$ cat src/rtl/fifo_pkg.sv
// Shared types and helpers for the FIFO controller that drives the dual-port mem block.
package fifo_pkg;

    localparam int unsigned FIFO_DWIDTH = 32;
    localparam int unsigned FIFO_AWIDTH = 8;

    typedef logic [FIFO_AWIDTH-1:0] addr_t;
    typedef logic [FIFO_AWIDTH:0]   cnt_t;

    // Fill level never exceeds 2**AWIDTH, so the MSB alone marks full.
    function automatic logic is_full(cnt_t cnt);
        return cnt[FIFO_AWIDTH];
    endfunction

endpackage

$ cat src/rtl/fifo_ptr.sv
// AWIDTH-bit wrapping address counter with synchronous reset.
module fifo_ptr #(
    parameter int unsigned AWIDTH = 8
) (
    input  logic              clk_i,
    input  logic              srst_i,
    input  logic              inc_i,
    output logic [AWIDTH-1:0] ptr_o
);

    logic [AWIDTH-1:0] ptr_q, ptr_d;

    always_comb begin
        ptr_d = ptr_q;
        if (inc_i) begin
            ptr_d = ptr_q + 1'b1;
        end
    end

    always_ff @(posedge clk_i) begin
        if (srst_i) begin
            ptr_q <= '0;
        end else begin
            ptr_q <= ptr_d;
        end
    end

    assign ptr_o = ptr_q;

endmodule

$ cat src/rtl/fifo_mem_ctrl.sv
// Single-clock FIFO controller: push/pop interface, fill tracking and flags, driving an
// external dual-port mem with one cycle of read latency.
module fifo_mem_ctrl
    import fifo_pkg::*;
#(
    parameter int unsigned DWIDTH       = FIFO_DWIDTH,
    parameter int unsigned AWIDTH       = FIFO_AWIDTH,
    parameter int unsigned ALMOST_FULL  = 240,
    parameter int unsigned ALMOST_EMPTY = 16
) (
    input  logic              clk_i,
    input  logic              srst_i,
    input  logic [DWIDTH-1:0] data_i,
    input  logic              wrreq_i,
    input  logic              rdreq_i,
    output logic [DWIDTH-1:0] q_o,
    output logic              rd_valid_o,
    output logic              empty_o,
    output logic              full_o,
    output logic              almost_full_o,
    output logic              almost_empty_o,
    output logic [AWIDTH:0]   usedw_o,
    output logic              ovf_o,
    output logic              udf_o,
    output logic [DWIDTH-1:0] mem_data_o,
    output logic [AWIDTH-1:0] mem_wr_addr_o,
    output logic              mem_wr_ena_o,
    output logic [AWIDTH-1:0] mem_rd_addr_o,
    input  logic [DWIDTH-1:0] mem_data_i
);

    localparam cnt_t AfLevel = cnt_t'(ALMOST_FULL);
    localparam cnt_t AeLevel = cnt_t'(ALMOST_EMPTY);

    logic              wr_acc, rd_acc;
    logic [AWIDTH-1:0] wr_ptr, rd_ptr;

    cnt_t usedw_q, usedw_d;
    logic empty_q, empty_d;
    logic full_q, full_d;
    logic af_q, af_d;
    logic ae_q, ae_d;
    logic ovf_q, ovf_d;
    logic udf_q, udf_d;
    logic rd_valid_q, rd_valid_d;

    fifo_ptr #(
        .AWIDTH (AWIDTH)
    ) u_wr_ptr (
        .clk_i  (clk_i),
        .srst_i (srst_i),
        .inc_i  (wr_acc),
        .ptr_o  (wr_ptr)
    );

    fifo_ptr #(
        .AWIDTH (AWIDTH)
    ) u_rd_ptr (
        .clk_i  (clk_i),
        .srst_i (srst_i),
        .inc_i  (rd_acc),
        .ptr_o  (rd_ptr)
    );

    // Acceptance looks only at registered flags, so a same-cycle pop never frees room for a
    // push while full, nor does a same-cycle push feed a pop while empty.
    always_comb begin
        wr_acc     = wrreq_i & ~full_q;
        rd_acc     = rdreq_i & ~empty_q;
        usedw_d    = usedw_q + cnt_t'(wr_acc) - cnt_t'(rd_acc);
        empty_d    = (usedw_d == '0);
        full_d     = is_full(usedw_d);
        af_d       = (usedw_d >= AfLevel);
        ae_d       = (usedw_d < AeLevel);
        ovf_d      = ovf_q | (wrreq_i & full_q);
        udf_d      = udf_q | (rdreq_i & empty_q);
        rd_valid_d = rd_acc;
    end

    always_ff @(posedge clk_i) begin
        if (srst_i) begin
            usedw_q    <= '0;
            empty_q    <= 1'b1;
            full_q     <= 1'b0;
            af_q       <= 1'b0;
            ae_q       <= (ALMOST_EMPTY > 0);
            ovf_q      <= 1'b0;
            udf_q      <= 1'b0;
            rd_valid_q <= 1'b0;
        end else begin
            usedw_q    <= usedw_d;
            empty_q    <= empty_d;
            full_q     <= full_d;
            af_q       <= af_d;
            ae_q       <= ae_d;
            ovf_q      <= ovf_d;
            udf_q      <= udf_d;
            rd_valid_q <= rd_valid_d;
        end
    end

    assign mem_wr_ena_o   = wr_acc;
    assign mem_wr_addr_o  = wr_ptr;
    assign mem_data_o     = data_i;
    assign mem_rd_addr_o  = rd_ptr;

    assign q_o            = mem_data_i;
    assign rd_valid_o     = rd_valid_q;
    assign empty_o        = empty_q;
    assign full_o         = full_q;
    assign almost_full_o  = af_q;
    assign almost_empty_o = ae_q;
    assign usedw_o        = usedw_q;
    assign ovf_o          = ovf_q;
    assign udf_o          = udf_q;

endmodule

$ cat config.mk
export PLATFORM = sky130hd
export DESIGN_NAME = fifo_mem_ctrl
export DESIGN_NICKNAME = d
export VERILOG_FILES = /design/src/rtl/fifo_pkg.sv /design/src/rtl/fifo_ptr.sv /design/src/rtl/fifo_mem_ctrl.sv
export SDC_FILE = /design/constraint.sdc
export NUM_CORES = 1
export LEC_CHECK = 0
export ABC_AREA = 1
export CAP_MARGIN = 25
export CORE_ASPECT_RATIO = 1.5
export CORE_MARGIN = 2
export CORE_UTILIZATION = 34
export CTS_BUF_LIST = sky130_fd_sc_hd__clkbuf_16
export CTS_CLUSTER_DIAMETER = 50
export DETAILED_ROUTE_END_ITERATION = 7
export PLACE_DENSITY_LB_ADDON = 0.12
export SLEW_MARGIN = 20
export SYNTH_ARGS = -nofsm -noshare
export SYNTH_HDL_FRONTEND = slang
export SYNTH_HIERARCHICAL = 1
export SYNTH_SLANG_ARGS = --single-unit
$ cat constraint.sdc
create_clock -name clk_i -period 3.58 [get_ports clk_i]
set_clock_uncertainty 0.05 [all_clocks]
set_input_delay 1.074 -clock clk_i [delete_from_list [all_inputs] [get_ports clk_i]]
set_output_delay 1.074 -clock clk_i [all_outputs]
set_load 0.02 [all_outputs]
======== Yosys cells after proc, flatten, opt, wreduce, memory -nomap -nowiden ========
Cells that the tools add are included.
operators by class
  add/sub/neg operators ................... 4
  order comparisons ....................... 2
  bitwise gates (word level) .............. 8
  reduce and logical (&&, ||, !) cells .... 1
operator list
  cell                   count
  $add A8 B1 Y8 const B  2
  $add A9 B1 Y9          1
  $ge A9 B8 Y1 const B   1
  $logic_not A9 Y1       1
  $lt A9 B5 Y1 const B   1
  $sub A9 B1 Y9          1
  $and A1 B1 Y1          4
  $not A1 Y1             2
  $or A1 B1 Y1           2
storage, ports and cells
  register bits after elaboration ......... 32
  input bits .............................. 68

======== Longest topological paths before layout ========
Gate-level depths: netlist of the first run.
  depth after elaboration ................. 5
  mapped depth ............................ 17
  gate-level depth less buffers ........... 17

======== Cells and area by module ========
The synthesis of the first run kept the hierarchy.
modules (own cells, without submodules)
  module         times used  cells an instance  area each (um2)  seq. area each (um2)
  fifo_mem_ctrl  1           216                1468.9           300.3
  fifo_ptr       2           48                 361.6            160.2

======== Worst setup path after synthesis of the first run ========
No wires, ideal clock.
  path kind ............................... input port to flip-flop
  from .................................... input wrreq_i
  to ...................................... register ae_q, in the netlist almost_empty_o
  setup time .............................. 0.113 ns
  arrival time ............................ 3.287 ns
  data required time ...................... 3.417 ns
  path slack .............................. 0.131 ns
  cell stages on the path ................. 16
  cells stage by stage .................... inv_1 nor2_1 inv_1 ha_1 inv_1 ha_1 inv_1 fa_1 o21ai_2 nand3_1 nand2_1 nand2_1 nand2_2 nor2_4 nand2_1 nand2_1
between the ends
  word-level cells in the longest chain between the ends .. 4
ends and longest elaborated chain
  item                  line                 RTL
  start, declared       fifo_mem_ctrl.sv:14  input logic wrreq_i,
  $and A1 B1 Y1         fifo_mem_ctrl.sv:68  wr_acc = wrreq_i & ~full_q;
  net mem_wr_ena_o      fifo_mem_ctrl.sv:27  output logic mem_wr_ena_o,
  $add A9 B1 Y9         fifo_mem_ctrl.sv:70  usedw_d = usedw_q + cnt_t'(wr_acc) - cnt_t'(rd_acc);
  $sub A9 B1 Y9         fifo_mem_ctrl.sv:70
  $lt A9 B5 Y1          fifo_mem_ctrl.sv:74  ae_d = (usedw_d < AeLevel);
  end signal, assigned  fifo_mem_ctrl.sv:86  ae_q <= (ALMOST_EMPTY > 0);
  end, declared         fifo_mem_ctrl.sv:42  logic ae_q, ae_d;
The timed path passes the listed nets, and every way through them passes these cells.
A chain may end at the register's enable or synchronous reset.

======== Worst setup path in the final report of the first run ========
  from .................................... input wrreq_i
  to ...................................... output mem_wr_ena_o
between the ends
  word-level cells in the longest chain between the ends .. 1
ends and longest elaborated chain
  item           line
  $and A1 B1 Y1  fifo_mem_ctrl.sv:68
  end, declared  fifo_mem_ctrl.sv:27
No other way between the ends.

==> impl_results.md, run 1 <==
* Status: completed
* Largest stage delay on the critical path at 630 ps
* CP Capture Type: output pin
* Cells after Synth at 312
* Flop-to-flop setup slack at 1160 ps
* Fmax achieved at 288 MHz
* Switch share at 44.0%
* Gr usage total at 12.6%
* Critical path cell sequence: clkdlybuf4s50_1 > inv_1 > nor2_2 > clkdlybuf4s50_1
* Peak supply drop at 0.260 mV
* EDFF count, synth at 0
* Time the worst path needs with I/O delays and setup at 3480 ps
* Critical-path top delay cell: clkdlybuf4s50_1
* Placed inst area at 0.00219 mm2
* Layout cells sized above 1 at 11.5%
* GP Congestion at 0.796
* Synth Register Bits at 31
* Power Internal at 1.10 mW
* DRT Pass-1 Iters at 4
* Nets@finish at 374
* Vias at 1,659
* Post-Route Utilization at 37.7%
* Yosys top cell area share at 28.3%
* Period utilization at 97.1%
* Post-synth top cells: buf_4, nand2_1, inv_1, dfxtp_1, nor2_1
* Final Hold Fails at 0
* Initial Util at 35.5%
* Skew-Pair Late Insertion Delay at 280 ps
* Post-Syn Area at 0.00219 mm2
* Root buffer selected by CTS: clkbuf_16
* Worst path arrival time at 2350 ps
* First-pass GRT wire length at 7.18 mm
* Die area at 0.00712 mm2
* Std cell rows at 35
* Clock sinks at 31
* Max-slew violation count at 0
* CTS max path bufs at 2
* Die Wd at 69.6 um
* Worst Path Required at 2460 ps
* Post-Route WL at 4.19 mm
* Post-synth top area cell: dfxtp_1
* Seq pwr share at 23.8%
* Vias per cell at 4.50
* Clock Power Share at 20.2%
* IO buf count at 36
* Core Area at 0.00617 mm2
* Post-Syn Nets at 392
* CTS tree: yes
* Worst min-delay path category: reg -> reg
* Post-DP HPWL at 3.28 mm
* Min Hold Slack at 419 ps
* Routed wire per std cell at 11.3 um
* Cell variety after synth at 21
* Vias in the first global route at 1,651
* CP delay by family, top: buffers and inverters
* DR DRC count at 0
* # setup viols final at 0
* P_leak at 1.10 nW
* Initial DRC Count at 25
* Most used cell, CP: clkdlybuf4s50_1
* Critical path type: in -> out
* Mean post-synth cell area at 7.03 um2
* Gate power share at 56.0%
* Max-Slew Margin vs Limit at 68.0%
* NetSw at 860 uW
* Worst-margin pin slew at 479 ps
* # diodes at 0
* Chip height at 102 um
* Post-synthesis sequential area ratio at 28.3%
* H-tree depth at 2
* Top_reg_cell synth: dfxtp_1
* Clk slew on worst S/H paths at 50 ps
* Yosys warns at 6
* Fillers at 669
* Initial antenna violation count at 0
* Count leader, synth: buf_4
* RSZ-0062 raised after global routing: no
* Remaining antenna violation count at 0
* Inserted Clock Buffers at 5
* IO Count at 165
* CP max FO at 3
* Worst Setup Start Kind: input pin
* Max-cap viol count at 0
* Crit path buf inv count at 3
* Top cells by area in the synthesized netlist: dfxtp_1, buf_4, nand2_1
* PD cells at 839 mW/mm2
* Post-route cell area at 0.00233 mm2
* Post-synth ARST share at 0%
* Area Growth Syn to Fin at 6.28%
* Total gr overflow at 0
* Largest net degree at the start of global routing at 12
worst register-to-register path, delay by kind of cell (launching register included):
family          cells  cell delay (ps)
fa+ha+maj           3              870
simple gates        8              650
flops               1              390
compound gates      1              190
buf+inv             3              170
path summary, 6_finish.rpt:
kind | startpoint | endpoint | depth (start not counted)
worst max-delay path | wrreq_i | mem_wr_ena_o | 4
worst min-delay path | ovf_o$_SDFF_PP0_ | ovf_o$_SDFF_PP0_ | 2
worst max register to register | usedw_o[8]$_SDFF_PP0_ | almost_empty_o$_SDFF_PP1_ | 15
worst min register to register | ovf_o$_SDFF_PP0_ | ovf_o$_SDFF_PP0_ | 2
timing repair:
action | 4_1_cts | 5_1_grt
hold buffers | 0 | 0
setup endpoints to repair | 0 | 5
hold endpoints to repair | 0 | 0
gates resized for setup | 0 | 1
setup buffers | 0 | 0
cell type report:
class / instances / area (um2) / share of cell area, %
clock inverters: 3 / 11.3 / 0.483
well taps: 74 / 92.6 / 3.97
clock buffers: 5 / 125 / 5.37
inverters: 52 / 195 / 8.38
repair buffers: 41 / 398 / 17.1
multi-input cells: 163 / 887 / 38.1
flip-flops and latches: 31 / 621 / 26.6
registers in the layout, summed over array words and instances (netlist names):
register and flops:
almost_empty_o 1, almost_full_o 1, empty_o 1, ovf_o 1, rd_valid_o 1, u_rd_ptr/ptr_o 8
u_wr_ptr/ptr_o 8, udf_o 1, usedw_o 9
routing by layer:
metal / track usage [%] / routed length, um / vias to the layer above
met5: 0 / 0 / -
met4: 5.88 / 84 / 0
met3: 4.04 / 270 / 11
met2: 24.0 / 2200 / 51
met1: 12.3 / 1630 / 745
li1: - / - / 852
power by group through the flow:
stage | logic, mW | clock network (mW) | registers [mW]
finish | 1.10 | 0.394 | 0.466
global route | 1.28 | 0.421 | 0.478
CTS | 1.12 | 0.406 | 0.470
detailed placement | 1.11 | 0 | 0.476
global placement | 1.11 | 0 | 0.477
floorplan | 0.828 | 0 | 0.531
per-stage QoR:
stage / total power, mW / instances / setup TNS, ps / worst slack (ps)
global placement: 1.58 / 361 / 0 / 10.7
detailed placement: 1.59 / 361 / -168 / -62.7
global route: 2.18 / 369 / 0 / 13.8
finish: 1.96 / 369 / 0 / 104
floorplan: 1.36 / 312 / 0 / 131
CTS: 1.99 / 369 / 0 / 42.5
cell usage in the layout (no fill, tap or decap), types with 4 or more instances in the layout:
cell             synthesis  final
nor2_1                  30     29
nand2_2                 10     10
nand4_1                  4      4
a21oi_1                 17     17
nand3_2                  5      5
nor2_2                   3      4
dfxtp_1                 31     31
o21ai_0                  6      6
nand2_1                 54     54
clkbuf_16                0      5
nand3_1                 13     13
ha_1                    11     11
inv_1                   50     51
clkdlybuf4s50_1          0     36
buf_4                   65      5
kinds of logic (layout without fill, tap and decap cells):
group           Yosys count  in the layout  synth area share (%)
buf+inv                 118            101                  31.3
xor+xnor                  2              2                 0.799
flops                    31             31                  28.3
compound gates           24             24                  5.65
fa+ha+maj                12             12                  7.19
simple gates            125            125                  26.7
(Power assumes the default switching activity.)
==> inputs of run 2 (changes only) <==
- PLACE_DENSITY: default -> 0.81
- PLACE_DENSITY_LB_ADDON: 0.12 -> default
==> run 2 against run 1 <==
Effect of this change:
- cell count shrank 0.27%
- cell area decreased by 0.16%
- non-clock buffer count shrank 1
- worst setup slack better by 200 ps
- global-route usage up 0.53 points
- clock power fell by 2%
- utilization is 0.061 points lower
- sequential cell count stayed put
- power decreased by 2.1%
==> impl_results.md, run 2 (synthesis gave the netlist of run 1 again) <==
* Final Hold Fails at 0 (unchanged)
* Fillers at 638 (-4.6%)
* First-pass GRT wire length at 7.45 mm (+3.7%)
* Largest stage delay on the critical path at 480 ps (-150 ps)
* Initial antenna violation count at 0 (unchanged)
* Core Area at 0.00617 mm2 (unchanged)
* Worst flop-to-flop path startpoint: usedw_o[8]$_SDFF_PP0_
* Die area at 0.00712 mm2 (unchanged)
* Layout cells sized above 1 at 11.6% (+0.039 points)
* Hold-fix buffer count after cts at 0 (unchanged)
* Post-route cell area at 0.00233 mm2 (-0.16%)
* Commonest non-fill, non-tap cell in the layout: nand2_1
* H-tree depth at 2 (unchanged)
* Worst path arrival time at 3390 ps (+1040 ps)
* Critical path type: in -> reg
* Initial Util at 35.5% (unchanged)
* Worst min-delay path category: reg -> reg
* Time the worst path needs with I/O delays and setup at 3280 ps (-197 ps)
* Gr usage total at 13.1% (+0.53 points)
* Clock sinks at 31 (unchanged)
* Worst Hold End: ovf_o$_SDFF_PP0_
* Total power at 1.91 mW (-2.1%)
* P_leak at 1.12 nW (+1.1%)
* Worst Path Required at 3690 ps (+1230 ps)
* NetSw at 838 uW (-2.6%)
* Hold_sp: ovf_o$_SDFF_PP0_
* Post-Route WL at 4.37 mm (+4.4%)
* Peak supply drop at 0.260 mV (+0.25%)
* Skew-Pair Late Insertion Delay at 270 ps (about the same)
* CP Capture Type: flop
* Power Internal at 1.08 mW (-1.7%)
* Largest register FFs at 9 (unchanged)
* IO Count at 165 (unchanged)
* Inserted Clock Buffers at 5 (unchanged)
* Clk slew on worst S/H paths at 50 ps (about the same)
* Post-Route Utilization at 37.7% (-0.061 points)
* # Post-CTS Setup Buffers at 0 (unchanged)
* Critical path cell sequence: clkdlybuf4s50_1 > inv_1 > nor2_2 > inv_1 > ha_1 > inv_1 > ha_1 > inv_1 > fa_1 > o21ai_2 > nand3_1 > nand2_1 > nand2_1 > nand2_2 > nor2_4 > nand2_1 > nand2_1
* R2R depth at 15 (unchanged)
* IO buf count at 36 (unchanged)
* # setup viols final at 0 (unchanged)
* GP Congestion at 0.855 (+7.4%)
* DRT Pass-1 Iters at 4 (unchanged)
* Die Wd at 69.6 um (unchanged)
* Vias at 1,691 (+1.9%)
* CP max FO at 3 (unchanged)
* Status: completed
* RSZ-0062 raised after global routing: no
* Most frequent cells in the layout: nand2_1, inv_1, clkdlybuf4s50_1
* CTS tree: yes
* Initial DRC Count at 56 (+120%)
* Gate power share at 55.4% (-0.6 points)
* Std cell rows at 35 (unchanged)
* Max-cap viol count at 0 (unchanged)
* PD cells at 823 mW/mm2 (-2.0%)
* Vias per cell at 4.60 (+2.2%)
* Vias in the first global route at 1,673 (+1.3%)
* Placed inst area at 0.00218 mm2 (-0.34%)
* Max-slew violation count at 0 (unchanged)
* Period utilization at 91.6% (-5.5 points)
* Post-DP HPWL at 3.57 mm (+8.6%)
* FF/Latch Area at 621 um2 (unchanged)
* Area occupied by multi-input gates at 887 um2 (unchanged)
* # diodes at 0 (unchanged)
* Seq pwr share at 24.4% (+0.6 points)
* Root buffer selected by CTS: clkbuf_16
* CTS max path bufs at 2 (unchanged)
* Routed wire per std cell at 11.9 um (+4.7%)
* Switch share at 43.8% (-0.23 points)
* Reg2reg end: empty_o$_SDFF_PP1_
* Fmax achieved at 305 MHz (+6.0%)
* Nets@finish at 373 (-0.27%)
* Max-Slew Margin vs Limit at 80.7% (+13 points)
* DR DRC count at 0 (unchanged)
* Total gr overflow at 0 (unchanged)
* Worst-margin pin slew at 290 ps (-189 ps)
* Post-CTS Resized at 0 (unchanged)
* Flop-to-flop setup slack at 1190 ps (+30 ps)
* Clock Power Share at 20.3% (about the same)
* Remaining antenna violation count at 0 (unchanged)
* Chip height at 102 um (unchanged)
* Worst Setup Start Kind: input pin
* Largest net degree at the start of global routing at 13 (+1)
* Area Growth Syn to Fin at 6.11%
* Critical-path top delay cell: clkdlybuf4s50_1
* WHS Path Cells at 2 (unchanged)
run 2: worst max path at each step:
stage	slack [ps]	startpoint	end
finish	300	wrreq_i	empty_o$_SDFF_PP1_
CTS	8	wrreq_i	mem_wr_ena_o
global route	30	wrreq_i	empty_o$_SDFF_PP1_
floorplan	130	wrreq_i	almost_empty_o$_SDFF_PP1_
global placement	40	wrreq_i	almost_empty_o$_SDFF_PP1_
detailed placement	-90	wrreq_i	empty_o$_SDFF_PP1_
run 2: per-stage QoR:
step | instances | setup TNS [ps] | hold WS (ps) | setup slack (ps)
after floorplan | 312 | 0 | 497 | 131
after global placement | 360 | 0 | 403 | 40.0
after detailed placement | 360 | -218 | 414 | -88.9
after CTS | 368 | 0 | 426 | 8.17
after global routing | 368 | 0 | 444 | 25.0
final | 368 | 0 | 416 | 301
run 2: cell type report:
cell class / instances / area share (%)
inverter: 52 / 8.39
multi-input combinational: 163 / 38.1
clock inverter: 3 / 0.538
tap: 74 / 3.98
clock buffer: 5 / 5.38
sequential: 31 / 26.7
timing repair buffer: 40 / 16.9
run 2: routing by layer:
metal  vias to the layer above  global-route usage (%)  wire [um]
li1                        849                       -          -
met1                       728                    11.8       1480
met2                        55                    23.4       2140
met3                        59                    2.76        319
met4                         0                    14.3        430
met5                         -                       0          0
run 2: power groups by stage:
stage	Clock (mW)	Combinational, mW	Sequential, mW
finish	0.388	1.06	0.466
global route	0.416	1.22	0.477
CTS	0.405	1.08	0.467
detailed placement	0	1.07	0.475
global placement	0	1.05	0.472
floorplan	0	0.828	0.531
run 2: worst max-delay path: cells and delay by family:
family,cells,cell delay (ps)
AND/OR/NAND/NOR,8,570
adder cells (fa/ha/maj),3,850
buffers and inverters,5,690
AO/OA/AOI/OAI,1,190
==> inputs of run 3 (changes only) <==
- CTS_BUF_LIST: sky130_fd_sc_hd__clkbuf_16 -> default
- SETUP_SLACK_MARGIN: default -> 0.3
==> run 3 against run 2 <==
Effect of this change:
- cell area shrank 0.86%
- fmax grew 11%
- clock power is 32% lower
- via count rose by 2.4%
- largest power group unchanged
==> impl_results.md, run 3 (synthesis gave the netlist of run 1 again) <==
* Switch share at 46.4% (+2.6 points)
* Max-slew violation count at 0 (unchanged)
* CP Capture Type: output pin
* Chip height at 102 um (unchanged)
* Vias per cell at 4.67 (+1.6%)
* Placed cell count at 360 (unchanged)
* PD cells at 785 mW/mm2 (-4.5%)
* Vias in the first global route at 1,653 (-1.2%)
* Max-Slew Margin vs Limit at 62.0% (-19 points)
* Post-Route WL at 4.54 mm (+3.9%)
* Routed wire per std cell at 12.2 um (+3.1%)
* P_leak at 1.10 nW (-1.2%)
* Met2 GRT Util at 22.2% (-1.2 points)
* Std cell rows at 35 (unchanged)
* Worst Path Required at 2460 ps (-1230 ps)
* Worst path arrival time at 1830 ps (-1560 ps)
* Die Wd at 69.6 um (unchanged)
* # setup viols final at 0 (unchanged)
* Peak supply drop at 0.289 mV (+11%)
* H-tree depth at 2 (unchanged)
* Period utilization at 82.5% (-9.1 points)
* CP max FO at 2 (-1)
* Clk slew on worst S/H paths at 60 ps (about the same)
* Initial antenna violation count at 0 (unchanged)
* Core Area at 0.00617 mm2 (unchanged)
* Status: completed
* Largest net degree at the start of global routing at 13 (unchanged)
* Busiest grt layer: met2
* Total power at 1.81 mW (-5.4%)
* CTS max path bufs at 2 (unchanged)
* Clock Power Share at 14.5% (-5.8 points)
* Initial DRC Count at 70 (+25%)
* Final Hold Fails at 0 (unchanged)
* DR DRC count at 0 (unchanged)
* Skew-Pair Late Insertion Delay at 270 ps (about the same)
* Time the worst path needs with I/O delays and setup at 2950 ps (-324 ps)
* Vias at 1,732 (+2.4%)
* Total gr overflow at 0 (unchanged)
* Seq pwr share at 25.5% (+1.1 points)
* Worst min-delay path category: reg -> reg
* Gr usage total at 12.6% (-0.56 points)
* RSZ-0062 raised after global routing: no
* GP Congestion at 0.853 (-0.23%)
* Min Hold Slack at 425 ps (+9.25 ps)
* # diodes at 0 (unchanged)
* Layout cells sized above 1 at 13.8% (+2.2 points)
* First-pass GRT wire length at 7.18 mm (-3.5%)
* Setup_tns at 0 ps (unchanged)
* Critical path type: in -> out
* Initial Util at 35.5% (unchanged)
* Clock sinks at 31 (unchanged)
* Most frequent cells in the layout: nand2_1, inv_1, clkdlybuf4s50_1
* Power Internal at 971 uW (-9.8%)
* Area Growth Syn to Fin at 5.19%
* Worst-margin pin slew at 568 ps (+278 ps)
* Post-DP HPWL at 3.57 mm (+0.22%)
* Largest register FFs at 9 (unchanged)
* Nets@finish at 376 (+0.80%)
* IO buf count at 36 (unchanged)
* CTS tree: yes
* Root buffer selected by CTS: clkbuf_8
* Commonest non-fill, non-tap cell in the layout: nand2_1
* Die area at 0.00712 mm2 (unchanged)
* Worst Setup Start Kind: input pin
* Remaining antenna violation count at 0 (unchanged)
* Inserted Clock Buffers at 5 (unchanged)
* Fmax achieved at 338 MHz (+11%)
* Gate power share at 60.0% (+4.6 points)
* Max-cap viol count at 0 (unchanged)
* Fin cells at 371 (+0.82%)
* Met3 Usage GRT at 2.66% (-0.099 points)
* NetSw at 840 uW (+0.30%)
* DRT Pass-1 Iters at 4 (unchanged)
* IO Count at 165 (unchanged)
* Met1 GRT Util at 11.3% (-0.54 points)
## run 3: cell count changes in the layout (fill, tap and decap cells not counted), sizes merged
| cell | change |
|---|---|
| inv | -2 |
| clkdlybuf4s50 | -2 |
| dlygate4sd2 | +1 |
| dlymetal6s2s | +1 |
| clkbuf | +2 |
| buf | +3 |
## run 3: power groups by stage
| stage | logic (mW) | clock network [mW] | registers (mW) |
|---|---|---|---|
| finish | 1.09 | 0.263 | 0.461 |
| global route | 1.24 | 0.289 | 0.472 |
| CTS | 1.08 | 0.275 | 0.463 |
| detailed placement | 1.08 | 0 | 0.468 |
| global placement | 1.05 | 0 | 0.467 |
| floorplan | 0.829 | 0 | 0.532 |
## run 3: timing repair
action / 4_1_cts / 5_1_grt
setup endpoints to repair: 5 / 4
resized for setup: 3 / 5
setup buffers: 0 / 3
pin swaps: 1 / 7
hold buffers: 0 / 0
## run 3: worst paths after layout
path,depth (start not counted),start,to,slack [ps]
setup reg to reg,15,usedw_o[8]$_SDFF_PP0_,almost_empty_o$_SDFF_PP1_,1220
setup / recovery,5,wrreq_i,mem_wr_ena_o,630
hold reg to reg,2,udf_o$_SDFF_PP0_,udf_o$_SDFF_PP0_,430
hold / removal,2,udf_o$_SDFF_PP0_,udf_o$_SDFF_PP0_,430
## run 3: cell type report
cell class	count	area (um2)
clock buffer	7	76.3
multi-input combinational	163	900
fill	650	3870
tap	74	92.6
clock inverter	1	5.00
timing repair buffer	43	417
inverter	52	195
sequential	31	621
## run 3: per-layer routing
layer	vias to the layer above	share of wire (%)	wire length, um
met5	-	0	0
met4	0	9.8	447
met3	55	8.0	365
met2	58	49	2230
met1	762	33	1500
li1	857	-	-
## run 3: worst max-delay path, stage by stage
cell and delay (ps):
dlymetal6s2s_1 120, inv_2 60, nor2_4 130, buf_4 120
dlygate4sd2_1 330
## run 3: metrics by stage
stage / worst slack [ps] / util (%) / cell area (um2)
after floorplan: 346 / - / 2190
after global placement: -27.5 / 35.4 / 2190
after detailed placement: -119 / 35.4 / 2190
after CTS: 311 / 36.8 / 2270
after global routing: 492 / 37.3 / 2310
final: 625 / 37.3 / 2310
